[src/rtl/ets_phase_stepper_if.sv]
// ets_phase_stepper_if
//   Request handshake and DCM phase-shift signals of the ETS phase stepper.
//   master : requester / DCM side (drives req_valid, req_target, ps_done)
//   slave  : ets_phase_stepper   (drives req_ready, ps_en, ps_incdec)
//   req_valid  - target request valid
//   req_ready  - stepper idle and able to accept
//   req_target - requested phase position, unsigned DCM fine-phase steps
//   ps_en      - DCM PSEN, single-cycle pulses
//   ps_incdec  - DCM PSINCDEC, 1 = increment
//   ps_done    - DCM PSDONE
interface ets_phase_stepper_if;
  logic       req_valid;
  logic       req_ready;
  logic [7:0] req_target;
  logic       ps_en;
  logic       ps_incdec;
  logic       ps_done;

  modport master (
    output req_valid, req_target, ps_done,
    input  req_ready, ps_en, ps_incdec
  );

  modport slave (
    input  req_valid, req_target, ps_done,
    output req_ready, ps_en, ps_incdec
  );
endinterface

[src/rtl/ets_phase_stepper.sv]
// ets_phase_stepper
//   Walks the variable-phase DCM one fine-phase step at a time toward a
//   requested position, waits for PSDONE after every PSEN pulse, and pulses
//   done once the sampling clock has settled at the target.
// Ports:
//   ref_clk   - sole clock (also DCM PSCLK)
//   rst_n     - synchronous active-low reset
//   dcm_lock  - DCM LOCKED; loss forces a return to WAIT_LOCK at phase 0
//   ps_if     - request handshake + DCM PSEN/PSINCDEC/PSDONE (slave modport)
//   cur_phase - tracked DCM phase position
//   busy      - high outside IDLE and WAIT_LOCK
//   done      - one-cycle pulse: target reached and settled
//   phase_err - sticky error, cleared on request accept
// Build option:
//   ETS_PS_TIMEOUT_EN - abort a step when PSDONE does not arrive within
//                       TIMEOUT_CYCLES cycles of WAIT_DONE.
module ets_phase_stepper #(
  parameter int unsigned SETTLE_CYCLES  = 16,
  parameter int unsigned TIMEOUT_CYCLES = 1023
) (
  input  logic               ref_clk,
  input  logic               rst_n,
  input  logic               dcm_lock,
  ets_phase_stepper_if.slave ps_if,
  output logic [7:0]         cur_phase,
  output logic               busy,
  output logic               done,
  output logic               phase_err
);

  if (SETTLE_CYCLES > 255 || TIMEOUT_CYCLES < 1 || TIMEOUT_CYCLES > 65535) begin : g_param_check
    $error("ets_phase_stepper: SETTLE_CYCLES or TIMEOUT_CYCLES out of range");
  end

`ifdef ETS_PS_TIMEOUT_EN
  localparam int unsigned CNT_W = 16;
  localparam logic [CNT_W-1:0] TIMEOUT_LIM = CNT_W'(TIMEOUT_CYCLES - 1);
`else
  localparam int unsigned CNT_W = 8;
`endif
  localparam logic [CNT_W-1:0] SETTLE_LIM = CNT_W'(SETTLE_CYCLES);

  typedef enum logic [2:0] {
    WAIT_LOCK,
    IDLE,
    STEP,
    WAIT_DONE,
    SETTLE
  } state_e;

  state_e           state_q, state_d;
  logic [7:0]       cur_phase_q, cur_phase_d;
  logic [7:0]       target_q, target_d;
  logic             incdec_q, incdec_d;
  logic             err_q, err_d;
  logic [CNT_W-1:0] cnt_q, cnt_d;
  logic [7:0]       next_phase;

  always_ff @(posedge ref_clk) begin
    if (!rst_n) begin
      state_q     <= WAIT_LOCK;
      cur_phase_q <= '0;
      target_q    <= '0;
      incdec_q    <= 1'b0;
      err_q       <= 1'b0;
      cnt_q       <= '0;
    end else begin
      state_q     <= state_d;
      cur_phase_q <= cur_phase_d;
      target_q    <= target_d;
      incdec_q    <= incdec_d;
      err_q       <= err_d;
      cnt_q       <= cnt_d;
    end
  end

  always_comb begin
    state_d     = state_q;
    cur_phase_d = cur_phase_q;
    target_d    = target_q;
    incdec_d    = incdec_q;
    err_d       = err_q;
    cnt_d       = cnt_q;
    done        = 1'b0;
    next_phase  = incdec_q ? (cur_phase_q + 8'd1) : (cur_phase_q - 8'd1);

    unique case (state_q)
      WAIT_LOCK: begin
        if (dcm_lock) state_d = IDLE;
      end
      IDLE: begin
        if (ps_if.req_valid) begin
          target_d = ps_if.req_target;
          err_d    = 1'b0;
          cnt_d    = '0;
          // Direction is fixed for the whole walk, so the count is monotonic.
          incdec_d = (ps_if.req_target > cur_phase_q);
          state_d  = (ps_if.req_target == cur_phase_q) ? SETTLE : STEP;
        end
      end
      STEP: begin
        cnt_d   = '0;
        state_d = WAIT_DONE;
      end
      WAIT_DONE: begin
        if (ps_if.ps_done) begin
          cur_phase_d = next_phase;
          cnt_d       = '0;
          state_d     = (next_phase == target_q) ? SETTLE : STEP;
        end
`ifdef ETS_PS_TIMEOUT_EN
        else if (cnt_q == TIMEOUT_LIM) begin
          err_d   = 1'b1;
          state_d = IDLE;
        end else begin
          cnt_d = cnt_q + 1'b1;
        end
`endif
      end
      SETTLE: begin
        if (cnt_q == SETTLE_LIM) begin
          done    = 1'b1;
          state_d = IDLE;
        end else begin
          cnt_d = cnt_q + 1'b1;
        end
      end
      default: state_d = WAIT_LOCK;
    endcase

    // Lock loss overrides everything decided above, including an accept in
    // IDLE (so the accept's error clear is undone as well).
    if (state_q != WAIT_LOCK && !dcm_lock) begin
      state_d     = WAIT_LOCK;
      cur_phase_d = '0;
      target_d    = target_q;
      incdec_d    = incdec_q;
      cnt_d       = cnt_q;
      done        = 1'b0;
      err_d       = (state_q == STEP || state_q == WAIT_DONE || state_q == SETTLE) ? 1'b1 : err_q;
    end
  end

  assign ps_if.req_ready = (state_q == IDLE);
  assign ps_if.ps_en     = (state_q == STEP);
  assign ps_if.ps_incdec = incdec_q;
  assign cur_phase       = cur_phase_q;
  assign busy            = (state_q != IDLE) && (state_q != WAIT_LOCK);
  assign phase_err       = err_q;

endmodule

[src/flat_wrapper.sv]
// flat-port wrapper written by rule: the top's interface ports become plain ports
module ets_phase_stepper_flat 
#(
  parameter int unsigned SETTLE_CYCLES  = 16,
  parameter int unsigned TIMEOUT_CYCLES = 1023
)
  (ref_clk, rst_n, dcm_lock, cur_phase, busy, done, phase_err, ps_if_req_valid, ps_if_req_target, ps_if_ps_done, ps_if_req_ready, ps_if_ps_en, ps_if_ps_incdec);
  ets_phase_stepper_if ps_if_i ();
  input  logic ref_clk;
  input  logic rst_n;
  input  logic dcm_lock;
  output logic [7:0] cur_phase;
  output logic busy;
  output logic done;
  output logic phase_err;
  input wire logic [$bits(ps_if_i.req_valid)-1:0] ps_if_req_valid;
  input wire logic [$bits(ps_if_i.req_target)-1:0] ps_if_req_target;
  input wire logic [$bits(ps_if_i.ps_done)-1:0] ps_if_ps_done;
  output wire logic [$bits(ps_if_i.req_ready)-1:0] ps_if_req_ready;
  output wire logic [$bits(ps_if_i.ps_en)-1:0] ps_if_ps_en;
  output wire logic [$bits(ps_if_i.ps_incdec)-1:0] ps_if_ps_incdec;
  assign ps_if_i.req_valid = ps_if_req_valid;
  assign ps_if_i.req_target = ps_if_req_target;
  assign ps_if_i.ps_done = ps_if_ps_done;
  assign ps_if_req_ready = ps_if_i.req_ready;
  assign ps_if_ps_en = ps_if_i.ps_en;
  assign ps_if_ps_incdec = ps_if_i.ps_incdec;
  ets_phase_stepper #(.SETTLE_CYCLES(SETTLE_CYCLES), .TIMEOUT_CYCLES(TIMEOUT_CYCLES)) u_core (.ref_clk(ref_clk), .rst_n(rst_n), .dcm_lock(dcm_lock), .ps_if(ps_if_i), .cur_phase(cur_phase), .busy(busy), .done(done), .phase_err(phase_err));
endmodule
[config.mk]
export PLATFORM = sky130hd
export DESIGN_NAME = ets_phase_stepper_flat
export DESIGN_NICKNAME = d
export VERILOG_FILES = /design/src/rtl/ets_phase_stepper_if.sv /design/src/rtl/ets_phase_stepper.sv /design/src/flat_wrapper.sv
export SDC_FILE = /design/constraint.sdc
export NUM_CORES = 1
export LEC_CHECK = 0
export ABC_AREA = 0
export BUFFER_PORTS_ARGS = -buffer_cell sky130_fd_sc_hd__buf_2
export CORE_MARGIN = 2
export CORE_UTILIZATION = 40
export CTS_BUF_LIST = sky130_fd_sc_hd__clkbuf_2 sky130_fd_sc_hd__clkbuf_4 sky130_fd_sc_hd__clkbuf_8
export CTS_CLUSTER_DIAMETER = 200
export DETAILED_ROUTE_END_ITERATION = 10
export PLACE_DENSITY = 0.71
export SYNTH_ARGS = -nofsm -noshare
export SYNTH_HDL_FRONTEND = slang
export SYNTH_SLANG_ARGS = --single-unit
[constraint.sdc]
create_clock -name ref_clk -period 2.6 [get_ports ref_clk]
set_input_delay 0 -clock ref_clk [delete_from_list [all_inputs] [get_ports ref_clk]]
set_output_delay 0 -clock ref_clk [all_outputs]
set_load 0.01 [all_outputs]
## Word level (Yosys, flattened, before mapping)

Index checks and enable logic that the tools add are counted.
Widths: inputs -> output; s select.

| word-level totals | value |
|---|---|
| logic and storage cells | 61 |
| input port bits | 13 |
| output and inout port bits | 14 |
| flip-flop bits (word level) | 29 |

| cells by class | value |
|---|---|
| bitwise operators | 2 |
| reduce and logical (&&, ||, !) cells | 16 |
| equal/unequal tests | 14 |
| $add $sub $neg | 3 |
| muxes and demuxes | 19 |
| order comparisons | 1 |

Operators by type and width:

| kind | count |
|---|---|
| $mux 8 | 4 |
| $pmux 8 s4 | 1 |
| $mux 3 | 6 |
| $add 8x1->8 const B | 2 |
| $eq 8x8->1 | 2 |
| $pmux 3 s5 | 1 |
| $ne 2x2->1 const B | 5 |
| $eq 8x5->1 const B | 1 |
| $gt 8x8->1 | 1 |
| $sub 8x1->8 const B | 1 |
| $mux 1 | 7 |
| $eq 3x2->1 const B | 2 |
| $reduce_and 3->1 | 2 |
| $reduce_and 5->1 | 1 |
| $reduce_and 4->1 | 1 |
| $reduce_bool 2->1 | 2 |
| $reduce_bool 4->1 | 1 |
| $eq 3x1->1 const B | 1 |
| $eq 3x3->1 const B | 1 |
| $logic_not 3->1 | 1 |
| $ne 3x1->1 const B | 1 |
| $reduce_bool 3->1 | 1 |
| $logic_and 1x1->1 | 2 |
| $logic_or 1x1->1 | 2 |
| other kinds (5) | 6 |

## Depth between registers and ports, before layout

| depth | value |
|---|---|
| word-level depth | 6 |
| depth in mapped cells | 9 |
| depth with buffers taken out | 8 |

## Worst setup path after synthesis

Ideal clock, no wire load.

| timing path | value |
|---|---|
| path type | reg2reg |
| start | register u_core.cur_phase_q[0] (netlist: u_core.cur_phase[0]) |
| end | register u_core.state_q[2] |
| buffers on the path | 0 |
| arrival time | 2.095 ns |
| clock period less this slack | 2.210 ns |
| cell stages (with the launch flop) | 9 |
| setup slack | 0.390 ns |
| setup time | 0.115 ns |
| required time | 2.485 ns |
| path through | dfxtp_1 -> inv_1 -> fa_1 -> nand2b_1 -> a2111oi_0 -> a31oi_1 -> o2111ai_2 -> nor3_1 -> a31o_1 |

| between the ends | value |
|---|---|
| longest elaborated chain between the ends | 6 |
| elaborated cells on any way between the ends | 10 |
| classes of those cells | add/sub: 2; eq/ne: 2; mux: 6 |

RTL lines:

| what | line | RTL |
|---|---|---|
| start: declaration | ets_phase_stepper.sv:52 | `logic [7:0] cur_phase_q, cur_phase_d;` |
| start signal: assignment | ets_phase_stepper.sv:69 | `cur_phase_q <= cur_phase_d;` |
| $sub 8x1->8 or $add 8x1->8 (tied branches) | ets_phase_stepper.sv:85 | `next_phase = incdec_q ? (cur_phase_q + 8'd1) : (cur_phase_q - 8'd1);` |
| $mux 8 (*) | ets_phase_stepper.sv:85 |  |
| net u_core.next_phase[0] | ets_phase_stepper.sv:57 | `logic [7:0] next_phase;` |
| $eq 8x8->1 (*) | ets_phase_stepper.sv:109 | `state_d = (next_phase == target_q) ? SETTLE : STEP;` |
| $mux 3 (*) | ets_phase_stepper.sv:109 |  |
| $mux 3 (*) | ets_phase_stepper.sv:106 | `if (ps_if.ps_done) begin` |
| $pmux 3 s5 (*) | ets_phase_stepper.sv:87 | `unique case (state_q)` |
| end signal: assignment | ets_phase_stepper.sv:68 | `state_q <= state_d;` |
| end: declaration | ets_phase_stepper.sv:51 | `state_e state_q, state_d;` |

The timed path passes the listed nets; every way through them passes the cells marked *. The select of a mux whose other input is x is not followed.
A chain may end at the register's enable or synchronous reset.

## Worst setup path after layout

| timing path | value |
|---|---|
| start | register u_core.incdec_q (netlist: u_core.ps_if.ps_incdec) |
| end | register u_core.state_q[2] |

| between the ends | value |
|---|---|
| longest elaborated chain between the ends | 5 |

RTL lines:

| what | line | RTL |
|---|---|---|
| start: declaration | ets_phase_stepper.sv:54 | `logic incdec_q, incdec_d;` |
| start signal: assignment | ets_phase_stepper.sv:71 | `incdec_q <= incdec_d;` |
| $mux 8 | ets_phase_stepper.sv:85 |  |
| $eq 8x8->1 | ets_phase_stepper.sv:109 |  |
| $mux 3 | ets_phase_stepper.sv:109 |  |
| $mux 3 | ets_phase_stepper.sv:106 |  |
| $pmux 3 s5 | ets_phase_stepper.sv:87 |  |

Every way passes these cells. The select of a mux whose other input is x is not followed.

==> impl_metrics.tcl <==
set metrics [dict create \
    status "finished, final reports clean" \
    diodes 0 \
    peakVddDrop_v 0.000145 \
    antenna_found_initial 0 \
    worst_ep_arrival_time_ns 2.66 \
    finalMaxSlewViolations 0 \
    hold_viol_final 0 \
    max_freq_ghz 0.403 \
    fin_crit_sh_pct 95.3 \
    syn_to_final_growth_pct 13.8 \
    grt_max_degree 14 \
    cap_violations 0 \
    core_mm2 0.00507 \
    combPwrFrac_pct 13.7 \
    yosysSeqAreaShare_pct 27.9 \
    power.density_mw_per_mm2 418 \
    intPower_uw 732 \
    ys_ff_latch 29 \
    cts_tree "done" \
    end_kind "flop" \
    holdPathStages 3 \
    yosysUniqueCellTypes 53 \
    dr.pass1.iters 4 \
    cts_num_sinks 29 \
    yosysWarnings 0 \
    cp_max_fo 9 \
    fin_nets 307 \
    synth_cells 249 \
    synth_top_flop_cell "dfxtp_1" \
    cts_made_buffers 5 \
    drive_gt1_share_pct 16.2 \
    async_flop_share_pct 0 \
    r2r-end "u_core.state_q[2]" \
    grt_usage_pct 18.0 \
    wl_per_cell_um 13.9 \
    fin_ws_ns 0.121 \
    synth-edff-count 0 \
    ant_nets 0 \
    critPathRequiredTime_ns 2.78 \
    drtIter0Drc 92 \
    hpwl_um 3540 \
    via_per_inst 5.30 \
    start_util_pct 41.0 \
    hp-class "in2reg" \
    portBuffers 26 \
    io_pins 27 \
    place_ws_ns 0.310 \
    reg2reg_from "u_core.ps_if.ps_incdec" \
    num_rows 26 \
    htreeDepth 2 \
    p_clk_share_pct 39.5 \
    cts_setup_buffers 0 \
    insertion_delay_ns 0.28 \
    gp_congestion 0.900 \
    fp.dieH_um 76.1 \
    worst_slew_pin_slew_ns 0.774 \
    final_cell_mix "nor2_1 (30), dfxtp_1 (29), buf_2 (26)" \
    finalSetupViolations 0 \
    fillers 528 \
    relSlewSlack_pct 48.1 \
    die_area_mm2 0.00580 \
    p_sw_uw 258 \
    syn_area_mm2 0.00208 \
    p_leak_uw 0.000946 \
    rr_worst_depth 8 \
    die_x_um 76.1 \
    worst_setup_path_start_kind "flop" \
    synth_area_per_cell_um2 8.36 \
    placed_area_mm2 0.00224 \
    cts_root_buf "clkbuf_8" \
    period_needed_ns 2.48 \
    hp-start "ps_if_req_target[6]" \
    clock-skew-final_ns 0.00305 \
    clk_pin_slew_worst_paths_ns 0.06 \
    layout_commonest_cell "nor2_1" \
    grt_pass1_wl_um 8360 \
    seqPwrFrac_pct 46.8 \
    design_area_mm2 0.00237 \
    drc_errors 0 \
    vias 1840 \
    grt_pass1_vias 1854 \
    path_class "reg2reg" \
    overflow 0 \
    hold-path-endpoint "u_core.target_q[6]" \
    clock_path_buffers 2 \
    wl_um 4830 \
    reg2reg_slack_ns 0.12 \
    syn_nets 279 \
    netSwitchingFraction_pct 26.0 \
]
-- power by group through the flow --
stage	Combinational, uW	Clock (uW)	Sequential [uW]
floorplan	98.9	0	468
global placement	128	0	472
detailed placement	130	0	472
CTS	134	399	462
global route	151	419	464
finish	135	391	463
-- flip-flops by register name (all words and copies together), names as in the netlist --
name / flops
u_core.cnt_q: 8
u_core.cur_phase: 8
u_core.phase_err: 1
u_core.ps_if.ps_incdec: 1
u_core.state_q: 3
u_core.target_q: 8
-- metrics by stage --
step | util [%] | std cells | hold WS [ns] | power, uW | TNS, ns
6_report | 46.7 | 347 | 0.00110 | 989 | 0
5_1_grt | 46.7 | 347 | 0.00918 | 1030 | -0.0390
4_1_cts | 46.6 | 347 | 0.0000910 | 995 | 0
3_5_place_dp | 44.2 | 337 | 0.279 | 602 | 0
3_3_place_gp | 44.2 | 337 | 0.274 | 601 | 0
2_1_floorplan | - | 249 | 0.145 | 567 | 0
-- worst max-delay path: stages, from the launching register on --
cell and delay (ns):
dfxtp_1 0.41, inv_1 0.19, ha_1 0.49, nand2_1 0.14, a2111oi_1 0.49, a31oi_1 0.12
o2111ai_2 0.23, nor3_1 0.08, a31o_1 0.22
-- cell usage after synthesis (2+ instances only) --
library cell | count | area (um2)
o21bai_1 | 3 | 22.5
nand2_1 | 19 | 71.3
xor2_1 | 10 | 87.6
ha_1 | 16 | 200
mux2i_1 | 7 | 70.1
a21oi_1 | 19 | 95.1
buf_4 | 3 | 22.5
nor4_1 | 2 | 12.5
and3_1 | 5 | 31.3
nor2_1 | 30 | 113
clkbuf_1 | 2 | 7.51
nor2b_1 | 10 | 62.6
nand2b_1 | 2 | 12.5
a31oi_1 | 2 | 12.5
buf_2 | 2 | 10.0
xnor2_1 | 10 | 87.6
nand4_1 | 6 | 37.5
o21a_1 | 3 | 22.5
o311a_1 | 2 | 20.0
o21ai_0 | 7 | 35.0
a21o_1 | 3 | 22.5
o21ai_1 | 4 | 20.0
nor3_1 | 6 | 30.0
a211oi_1 | 3 | 22.5
inv_1 | 16 | 60.1
buf_6 | 2 | 22.5
dfxtp_1 | 29 | 581
-- cell type report --
class | instances | area (um2) | area share, %
Sequential cell | 29 | 581 | 24.5
Timing Repair Buffer | 30 | 168 | 7.08
Inverter | 16 | 60.1 | 2.54
Clock buffer | 7 | 90.1 | 3.80
Tap cell | 70 | 87.6 | 3.70
Multi-Input combinational cell | 195 | 1380 | 58.4
-- how the worst max path moves through the flow --
stage / startpoint / endpoint / slack (ns) / cells after the start
detailed placement: u_core.ps_if.ps_incdec / u_core.state_q[2] / 0.31 / 8
CTS: u_core.ps_if.ps_incdec / u_core.state_q[2] / 0.14 / 8
global placement: u_core.ps_if.ps_incdec / u_core.state_q[2] / 0.38 / 8
floorplan: u_core.cur_phase[0] / u_core.state_q[2] / 0.39 / 8
finish: u_core.ps_if.ps_incdec / u_core.state_q[2] / 0.12 / 8
global route: u_core.ps_if.ps_incdec / u_core.state_q[2] / -0.04 / 8
-- what timing repair did --
item                                    CTS  global route
endpoints found under the hold margin     3             0
hold buffers                              3             0
resized for setup                         0             2
endpoints found under the setup margin    0             1
-- kinds of logic (layout without fill, tap and decap cells) --
group                      Yosys count  after routing  synth area share (%)
adders and majority gates           17             17                  10.6
xor gates and xnor gates            21             21                  9.55
muxes                                8              8                  3.91
DFF                                 29             29                  27.9
buffers and inverters               25             53                  5.89
and+or+nand+nor                     88             88                  21.2
AOI/OAI and AO/OA                   61             61                  21.0
-- metal layers --
layer | global-route usage [%] | routed length [um] | up-vias
met2 | 27.9 | 2160 | 48
li1 | - | - | 929
met1 | 21.7 | 2260 | 844
met5 | 0 | 0 | -
met3 | 5.21 | 188 | 19
met4 | 12.4 | 219 | 0
Note: power is estimated with default switching activity, not from simulation.
